File: src/rtl/pin_func_pkg.sv
// Shared types and width helpers for the pad-function multiplexer.
package pin_func_pkg;

  typedef enum logic {
    ST_ACTIVE = 1'b0,
    ST_GAP    = 1'b1
  } lane_state_t;

  localparam int unsigned FUNC_GPIO = 0;

  // Index width for n items, never below one bit.
  function automatic int unsigned idx_width(input int unsigned n);
    return (n <= 1) ? 1 : $clog2(n);
  endfunction

  // Width able to hold the value max_val itself.
  function automatic int unsigned cnt_width(input int unsigned max_val);
    return (max_val <= 1) ? 1 : $clog2(max_val + 1);
  endfunction

endpackage

File: src/rtl/pin_func_lane.sv
// One pad lane: input synchroniser, optional debounce (PIN_FUNC_DEBOUNCE_EN), edge detect,
// break-before-make function switch FSM and registered output mux.
module pin_func_lane
  import pin_func_pkg::*;
#(
  parameter int unsigned NFUNC   = 4,
  parameter int unsigned GAP_CYC = 4,
  parameter int unsigned DEB_CYC = 8,
  localparam int unsigned FW     = idx_width(NFUNC)
) (
  input  logic             io_mainClk,
  input  logic             io_asyncReset_n,
  input  logic             wr_en,
  input  logic [FW-1:0]    wr_func,
  input  logic [NFUNC-1:0] func_write,
  input  logic [NFUNC-1:0] func_writeEnable,
  input  logic             pad_read,
  output logic             pad_write,
  output logic             pad_writeEnable,
  output logic             sync_read,
  output logic             edge_pulse,
  output logic [FW-1:0]    sel,
  output logic             in_gap
);

  localparam int unsigned GW = cnt_width(GAP_CYC);

  if (GAP_CYC < 1 || GAP_CYC > 255) begin : g_gap_range
    $error("GAP_CYC must be in 1..255");
  end
  if (DEB_CYC < 1 || DEB_CYC > 65535) begin : g_deb_range
    $error("DEB_CYC must be in 1..65535");
  end

  lane_state_t   state_q;
  logic [FW-1:0] sel_q, pend_q;
  logic [GW-1:0] gap_q;
  logic          pad_w_q, pad_oe_q;

  // Gap counter runs GAP_CYC..1; the edge that would take it to 0 commits and drives func[new].
  always_ff @(posedge io_mainClk or negedge io_asyncReset_n) begin
    if (!io_asyncReset_n) begin
      state_q  <= ST_ACTIVE;
      sel_q    <= FW'(FUNC_GPIO);
      pend_q   <= FW'(FUNC_GPIO);
      gap_q    <= '0;
      pad_w_q  <= 1'b0;
      pad_oe_q <= 1'b0;
    end else begin
      case (state_q)
        ST_ACTIVE: begin
          if (wr_en && (wr_func != sel_q)) begin
            state_q  <= ST_GAP;
            pend_q   <= wr_func;
            gap_q    <= GW'(GAP_CYC);
            pad_w_q  <= 1'b0;
            pad_oe_q <= 1'b0;
          end else begin
            pad_w_q  <= func_write[sel_q];
            pad_oe_q <= func_writeEnable[sel_q];
          end
        end
        ST_GAP: begin
          if (gap_q == GW'(1)) begin
            state_q  <= ST_ACTIVE;
            sel_q    <= pend_q;
            pad_w_q  <= func_write[pend_q];
            pad_oe_q <= func_writeEnable[pend_q];
          end else begin
            gap_q <= gap_q - GW'(1);
          end
        end
        default: state_q <= ST_ACTIVE;
      endcase
    end
  end

  logic sync1_q, sync2_q, read_q, edge_q;

  always_ff @(posedge io_mainClk or negedge io_asyncReset_n) begin
    if (!io_asyncReset_n) begin
      sync1_q <= 1'b0;
      sync2_q <= 1'b0;
    end else begin
      sync1_q <= pad_read;
      sync2_q <= sync1_q;
    end
  end

`ifdef PIN_FUNC_DEBOUNCE_EN
  localparam int unsigned DW = idx_width(DEB_CYC);
  logic [DW-1:0] deb_q;

  always_ff @(posedge io_mainClk or negedge io_asyncReset_n) begin
    if (!io_asyncReset_n) begin
      read_q <= 1'b0;
      edge_q <= 1'b0;
      deb_q  <= '0;
    end else if (sync2_q != read_q) begin
      if (deb_q == DW'(DEB_CYC - 1)) begin
        read_q <= sync2_q;
        edge_q <= 1'b1;
        deb_q  <= '0;
      end else begin
        edge_q <= 1'b0;
        deb_q  <= deb_q + DW'(1);
      end
    end else begin
      edge_q <= 1'b0;
      deb_q  <= '0;
    end
  end
`else
  always_ff @(posedge io_mainClk or negedge io_asyncReset_n) begin
    if (!io_asyncReset_n) begin
      read_q <= 1'b0;
      edge_q <= 1'b0;
    end else begin
      read_q <= sync2_q;
      edge_q <= sync2_q ^ read_q;
    end
  end
`endif

  assign pad_write       = pad_w_q;
  assign pad_writeEnable = pad_oe_q;
  assign sync_read       = read_q;
  assign edge_pulse      = edge_q;
  assign sel             = sel_q;
  assign in_gap          = (state_q == ST_GAP);

endmodule

File: src/rtl/pin_func_mux.sv
// Pad-function multiplexer top: config decode, ready/err generation and NPINS lanes.
// Optional input debounce is enabled with the PIN_FUNC_DEBOUNCE_EN macro.
module pin_func_mux
  import pin_func_pkg::*;
#(
  parameter int unsigned NPINS   = 16,
  parameter int unsigned NFUNC   = 4,
  parameter int unsigned GAP_CYC = 4,
  parameter int unsigned DEB_CYC = 8,
  localparam int unsigned PW     = idx_width(NPINS),
  localparam int unsigned FW     = idx_width(NFUNC)
) (
  input  logic                   io_mainClk,
  input  logic                   io_asyncReset_n,
  input  logic                   io_cfg_valid,
  output logic                   io_cfg_ready,
  input  logic [PW-1:0]          io_cfg_pin,
  input  logic [FW-1:0]          io_cfg_func,
  output logic                   io_cfg_err,
  output logic [NPINS*FW-1:0]    io_func_sel,
  input  logic [NPINS*NFUNC-1:0] io_func_write,
  input  logic [NPINS*NFUNC-1:0] io_func_writeEnable,
  output logic [NPINS-1:0]       io_pad_write,
  output logic [NPINS-1:0]       io_pad_writeEnable,
  input  logic [NPINS-1:0]       io_pad_read,
  output logic [NPINS-1:0]       io_sync_read,
  output logic [NPINS-1:0]       io_edge_pulse
);

  localparam int unsigned PSPAN = 1 << PW;

  logic [NPINS-1:0] lane_gap;
  logic [PSPAN-1:0] gap_pad;
  logic             pin_ok, func_ok, accept, err_q;

  // Padded so an out-of-range pin index reads a 0 instead of past the end.
  assign gap_pad      = PSPAN'(lane_gap);
  assign pin_ok       = 32'(io_cfg_pin) < NPINS;
  assign func_ok      = 32'(io_cfg_func) < NFUNC;
  assign io_cfg_ready = ~(pin_ok & gap_pad[io_cfg_pin]);
  assign accept       = io_cfg_valid & io_cfg_ready;

  always_ff @(posedge io_mainClk or negedge io_asyncReset_n) begin
    if (!io_asyncReset_n) begin
      err_q <= 1'b0;
    end else begin
      err_q <= accept & ~(pin_ok & func_ok);
    end
  end

  assign io_cfg_err = err_q;

  for (genvar p = 0; p < NPINS; p++) begin : g_lane
    logic lane_wr;
    assign lane_wr = accept & pin_ok & func_ok & (io_cfg_pin == PW'(p));

    pin_func_lane #(
      .NFUNC   (NFUNC),
      .GAP_CYC (GAP_CYC),
      .DEB_CYC (DEB_CYC)
    ) u_lane (
      .io_mainClk       (io_mainClk),
      .io_asyncReset_n  (io_asyncReset_n),
      .wr_en            (lane_wr),
      .wr_func          (io_cfg_func),
      .func_write       (io_func_write[p*NFUNC +: NFUNC]),
      .func_writeEnable (io_func_writeEnable[p*NFUNC +: NFUNC]),
      .pad_read         (io_pad_read[p]),
      .pad_write        (io_pad_write[p]),
      .pad_writeEnable  (io_pad_writeEnable[p]),
      .sync_read        (io_sync_read[p]),
      .edge_pulse       (io_edge_pulse[p]),
      .sel              (io_func_sel[p*FW +: FW]),
      .in_gap           (lane_gap[p])
    );
  end

endmodule

File: config.mk
export PLATFORM = sky130hd
export DESIGN_NAME = pin_func_mux
export DESIGN_NICKNAME = d
export VERILOG_FILES = /design/src/rtl/pin_func_pkg.sv /design/src/rtl/pin_func_lane.sv /design/src/rtl/pin_func_mux.sv
export SDC_FILE = /design/constraint.sdc
export NUM_CORES = 1
export LEC_CHECK = 0
export CAP_MARGIN = 40
export CORE_AREA = 2 2 148 150
export CTS_BUF_LIST = sky130_fd_sc_hd__clkbuf_2 sky130_fd_sc_hd__clkbuf_4 sky130_fd_sc_hd__clkbuf_8
export CTS_CLUSTER_DIAMETER = 120
export CTS_CLUSTER_SIZE = 8
export DETAILED_ROUTE_END_ITERATION = 6
export DIE_AREA = 0 0 150 152
export HOLD_SLACK_MARGIN = 0.08
export PLACE_DENSITY = 0.87
export SYNTH_ARGS = -nofsm -noshare
export SYNTH_HDL_FRONTEND = slang
export SYNTH_HIERARCHICAL = 1
export SYNTH_SLANG_ARGS = --single-unit
export TNS_END_PERCENT = 5
File: constraint.sdc
create_clock -name io_mainClk -period 6.6 [get_ports io_mainClk]
set_input_delay 1.32 -clock io_mainClk [delete_from_list [all_inputs] [get_ports io_mainClk]]
set_output_delay 1.32 -clock io_mainClk [all_outputs]
set_load 0.02 [all_outputs]
==> run metrics, run 1 <==
outcome complete, no violations; worst min path class flop to flop; initial core utilization 53.50%; Final ANT Viol Nets 0; maxcap violations 0; Post-Syn Nets 1067; initial drt markers 322; clk_skew 0.01656 ns; CTS tree done; count of input and output buffers 249; syn avg cell area 12.95 um^2; largest net degree at the start of global routing 110; Post-Syn Area 11420 um^2; first-pass GRT wire length 43.30 mm; # rows 54; Pre-antenna DRT Iters 5; number of global-route vias before repair 8619; cell leakage power 6.314 nW; post-synthesis cell count 882; Total Nets Final 1334; io pins 251; # Post-CTS Setup Buffers 0; die height 152 um; CP Capture Type output port; Clock transition at path regs 0.06 ns; Final Hold Fails 0; Setup-failing EPs final 0; shortest period the worst path allows 5.234 ns; top post-synthesis cells by area dfrtp_1 (49%), mux4_1 (7.4%), mux4_2 (7.3%), mux2_4 (4.2%), xor2_1 (3.7%); most frequent cells in the layout clkdlybuf4s50_1 (246), dfrtp_1 (224), nand2_1 (98), xor2_1 (48), o21ai_0 (48); Final Slew Violations 0; routed wire length per instance 18.54 um; GRT Util Overall 23.57%; CTS sink count 224; final critical-path share of the clock period 79.30%; TritonCTS buffer count 31; Max VDD drop 0.2351 mV; Die W 150 um; Placement Setup Slack 1.335 ns; CP max FO 11; fraction of layout cells with a size suffix above 1 15.51%; Synth cell types 32; post_cts resized 0; Root Buffer clkbuf_8; register area share after synthesis 49.07%; maximum clock rate 191.1 MHz; post-route setup TNS 0 ns; core area 21350 um^2; post-DR vias/cell 5.739; gpl congestion 0.8195; H-tree depth 1; kind of critical path primary input to output port; #FFs+latches synth 224; RSZ-0062 raised after global routing false; CP Data Arrival Time 3.91 ns; Power per Cell Area 410.5 nW/um^2; via count 8195; top-area cell type share of the netlist area 49.07%; total gr overflow 0; area growth from synthesis to layout 28.33%; clock tree buffer depth 3; worst relative slew slack 47.08%; Hold-fix buffers, CTS 0; die area 22800 um^2; Final WS setup 1.366 ns; worst slew pin tran 0.7938 ns; initial antenna violation count 2; DR DRC count 0; Clock Latency Late Sink 0.57 ns; Worst Path Required 5.28 ns; Routed WL 26.47 mm; Synth Warn # 6; antenna cell count 0; Synth area leader dfrtp_1; HPWL Detailed 19.83 mm; CP Launch Type primary input; most common cell after layout, fill and taps aside clkdlybuf4s50_1
power by group:
part / switching [mW] / total [mW] / internal (mW) / leakage (nW)
clock: 0.469 / 0.886 / 0.417 / 0.229
combinational: 1.14 / 2.62 / 1.48 / 3.33
sequential: 0.633 / 2.51 / 1.88 / 2.76
total: 2.24 / 6.02 / 3.78 / 6.31
through the flow:
step           hold WS, ns  instance area (um^2)  instances  power, mW  util [%]
3_3_place_gp        0.3316                 14170       1394      5.032     66.38
5_1_grt             0.3529                 14660       1428      6.452     68.65
3_5_place_dp        0.3347                 14220       1396      5.152     66.60
6_report            0.3456                 14660       1428      6.017     68.65
4_1_cts             0.3480                 14660       1428      6.064     68.65
2_1_floorplan       0.3312                 11420        882      4.177         -
layout make-up:
type,count,area [um^2]
well taps,280,350.3
fillers,1528,6693
multi-input cells,606,5590
repair buffers,253,2550
inverters,33,123.9
clock inverters,1,11.26
flip-flops and latches,224,5605
clock buffers,31,426.7
cell families (layout without fill, tap and decap cells):
group | count (synthesis) | count (layout) | share of synthesized area (%)
compound gates | 160 | 160 | 9.289
buf+inv | 52 | 318 | 1.983
mux | 133 | 133 | 22.02
fa+ha+maj | 32 | 32 | 3.505
simple gates | 232 | 232 | 10.42
flops | 224 | 224 | 49.07
xor+xnor | 48 | 48 | 3.681
other cells | 1 | 1 | 0.03283
final timing paths:
kind,from,end,cells past startpoint,slack (ns)
min in group asynchronous,io_asyncReset_n,g_lane[10].u_lane/sync2_q$_DFF_PN0_,1,0.80
min reg2reg,g_lane[3].u_lane/sync1_q$_DFF_PN0_,g_lane[3].u_lane/sync2_q$_DFF_PN0_,0,0.35
max reg2reg,g_lane[6].u_lane/in_gap$_DFF_PN0_,g_lane[6].u_lane/pend_q[0]$_DFFE_PN0P_,6,4.06
max,io_cfg_pin[0],io_cfg_ready,5,1.37
min,g_lane[3].u_lane/sync1_q$_DFF_PN0_,g_lane[3].u_lane/sync2_q$_DFF_PN0_,0,0.35
max in group asynchronous,io_asyncReset_n,g_lane[7].u_lane/sel[0]$_DFFE_PN0P_,2,4.53
routing by layer:
layer	wire length (um)	GRT usage [%]	up-vias
met1	10990	31.30	4122
met5	13	0	-
met2	13240	40.23	270
met4	382	5.346	2
li1	-	-	3769
met3	1847	4.685	32
worst max-delay path: stages:
cell and delay (ns):
clkdlybuf4s50_1 0.83, mux4_2 0.60, mux4_2 0.47, inv_1 0.07
clkdlybuf4s50_1 0.62
cell usage after synthesis:
cell type  instances
and2b_2           16
o21ai_1           16
a22o_1            16
ha_1              32
or4b_4             1
inv_1             33
o21ai_0           48
or2b_1             1
a21oi_1           32
nor2b_1           16
or3b_4             1
conb_1             1
nand2_1           98
nor3_2             3
buf_4              1
nand4bb_1          1
mux2_4            32
o2bb2ai_1         32
nor2_1            44
nor3_1            17
a32o_1            16
dfrtp_1          224
or3_4              1
nand2b_1          17
xor2_1            48
or2_4             16
mux4_1            32
mux2_2            32
clkbuf_2          16
buf_6              1
clkbuf_1           1
mux4_2            37
sequential cells by signal (all words and copies together), names as in the netlist:
signal / cells
g_lane.u_lane/sync1_q: 16
g_lane.u_lane/pad_write: 16
g_lane.u_lane/pad_writeEnable: 16
g_lane.u_lane/sel: 32
g_lane.u_lane/in_gap: 16
g_lane.u_lane/sync_read: 16
g_lane.u_lane/gap_q: 48
g_lane.u_lane/sync2_q: 16
g_lane.u_lane/edge_pulse: 16
g_lane.u_lane/pend_q: 32
Note: power is estimated with default switching activity, not from simulation.
==> run 2: changes to the inputs <==
CORE_AREA = 2 2 150 152   (was 2 2 148 150)
DIE_AREA = 0 0 152 154   (was 0 0 150 152)
PLACE_DENSITY = 0.85   (was 0.87)
clock period = 5.4 ns   (was 6.6 ns; I/O delays follow)
==> run 2 against run 1 <==
Net effect:
- hold slack better by 0.00088 ns
- sequential power up 23%
- critical path depth unchanged
- worst setup slack worse by 0.73 ns
- die area up 2.7%
- non-clock buffer count down 2
- critical endpoint unchanged
- highest routed layer is now met4
==> run metrics, run 2 (synthesis gave the netlist of run 1 again) <==
Root Buffer clkbuf_8; Die W 152 um (+1.3%); io pins 251 (unchanged); Final ANT Viol Nets 0 (unchanged); DR DRC count 0 (unchanged); most common cell after layout, fill and taps aside clkdlybuf4s50_1; post_cts resized 0 (unchanged); initial core utilization 52.67% (-0.83 points); clock tree buffer depth 3 (unchanged); Placement Setup Slack 0.5983 ns (-0.7370 ns); post-DR vias/cell 5.742 (about the same); worst-path cell chain clkdlybuf4s50_1 > mux4_2 > mux4_2 > inv_1 > clkdlybuf4s50_1; total gr overflow 0 (unchanged); CTS sink count 224 (unchanged); fraction of layout cells with a size suffix above 1 15.36% (-0.15 points); Top reg by flops g_lane.u_lane/gap_q; kind of critical path primary input to output port; HPWL Detailed 19.30 mm (-2.7%); post-route setup TNS 0 ns (unchanged); RSZ-0062 raised after global routing false; Max VDD drop 0.2259 mV (-3.9%); CP Data Arrival Time 3.68 ns (-0.23 ns); Fill cells 1519 (-0.59%); Pre-antenna DRT Iters 4 (-1); CP Capture Type output port; count of input and output buffers 249 (unchanged); GRT Util Overall 22.72% (-0.85 points); maximum clock rate 209.9 MHz; initial drt markers 426 (+32%); Routed WL 26.57 mm (+0.37%); # Post-CTS Setup Buffers 0 (unchanged); area growth from synthesis to layout 27.91%; largest net degree at the start of global routing 120 (+9.1%); Final WS setup 0.6358 ns (-0.7301 ns); first-pass GRT wire length 44.10 mm (+1.8%); gpl congestion 0.7764 (-5.3%); CTS tree done; Final Hold Fails 0 (unchanged); CP max FO 11 (unchanged); Clock transition at path regs 0.05 ns (about the same); Layout Utilization 67.36% (-1.3 points); worst min path class flop to flop; final critical-path share of the clock period 88.23%; most frequent cells in the layout clkdlybuf4s50_1 (246), dfrtp_1 (224), nand2_1 (98), xor2_1 (48), o21ai_0 (48); shortest period the worst path allows 4.764 ns; Worst path max stage delay 0.83 ns (about the same); outcome complete, no violations; number of global-route vias before repair 8463 (-1.8%); initial antenna violation count 0 (-2); CP Launch Type primary input; Power per Cell Area 505.8 nW/um^2 (+23%); max reg flops 48 (unchanged); routed wire length per instance 18.63 um (+0.51%); # rows 54 (unchanged); Hold-fix buffers, CTS 0 (unchanged); Worst Path Required 4.32 ns (-0.96 ns); clk_skew 0.02016 ns (+0.003602 ns); Setup-failing EPs final 0 (unchanged); antenna cell count 0 (unchanged); Total Nets Final 1332 (-0.15%); TritonCTS buffer count 31 (unchanged); Clock Latency Late Sink 0.57 ns (about the same); Pwr Total 7.390 mW (+23%); core area 21690 um^2 (+1.6%); die area 23410 um^2 (+2.7%); die height 154 um (+1.3%); CP max-delay cell clkdlybuf4s50_1; H-tree depth 1 (unchanged); maxcap violations 0 (unchanged); Final Slew Violations 0 (unchanged); via count 8188 (-0.085%); worst slew pin tran 0.9092 ns (+0.1154 ns); worst relative slew slack 39.39% (-7.7 points); cell leakage power 6.292 nW (-0.35%)
==> run 2: through the flow <==
| stage | area [um^2] | hold WS (ns) | std cells |
|---|---|---|---|
| floorplan | 11420 | 0.3312 | 882 |
| global placement | 14170 | 0.3326 | 1394 |
| detailed placement | 14170 | 0.3363 | 1394 |
| CTS | 14610 | 0.3496 | 1426 |
| global route | 14610 | 0.3509 | 1426 |
| finish | 14610 | 0.3465 | 1426 |
==> run 2: critical path: cells and delay by family <==
kind	cells	cell delay (ns)
buffers and inverters	3	1.52
multiplexers	2	1.08
==> run 2: layout make-up <==
class                   instances  area (um^2)  share of cell area [%]
clock inverters                 1        11.26                 0.07707
inverters                      33        123.9                  0.8478
repair buffers                251         2502                   17.13
clock buffers                  31        426.7                   2.920
well taps                     280        350.3                   2.398
multi-input cells             606         5590                   38.26
flip-flops and latches        224         5605                   38.37
==> run 2: final timing paths <==
check                                                   start                                     end  slack (ns)  cells past startpoint
min in group asynchronous                     io_asyncReset_n     g_lane[14].u_lane/sync1_q$_DFF_PN0_        0.59                      1
max in group asynchronous                     io_asyncReset_n      g_lane[2].u_lane/sync1_q$_DFF_PN0_        3.58                      2
max                                             io_cfg_pin[0]                            io_cfg_ready        0.64                      5
max reg2reg                 g_lane[3].u_lane/in_gap$_DFF_PN0_  g_lane[1].u_lane/pend_q[1]$_DFFE_PN0P_        2.90                      6
min                        g_lane[0].u_lane/sync1_q$_DFF_PN0_      g_lane[0].u_lane/sync2_q$_DFF_PN0_        0.35                      0
min reg2reg                g_lane[0].u_lane/sync1_q$_DFF_PN0_      g_lane[0].u_lane/sync2_q$_DFF_PN0_        0.35                      0
==> run 2: report_power, final <==
part | switching [mW] | internal [mW]
Clock | 0.576 | 0.510
Sequential | 0.780 | 2.30
Combinational | 1.42 | 1.80
Total | 2.78 | 4.61
==> run 2: layer usage <==
metal	vias to the layer above	track usage (%)	routed length [um]
met2	229	38.82	13400
met3	31	3.213	1171
met5	-	0	0
met4	0	5.162	396
li1	3769	-	-
met1	4159	31.22	11610
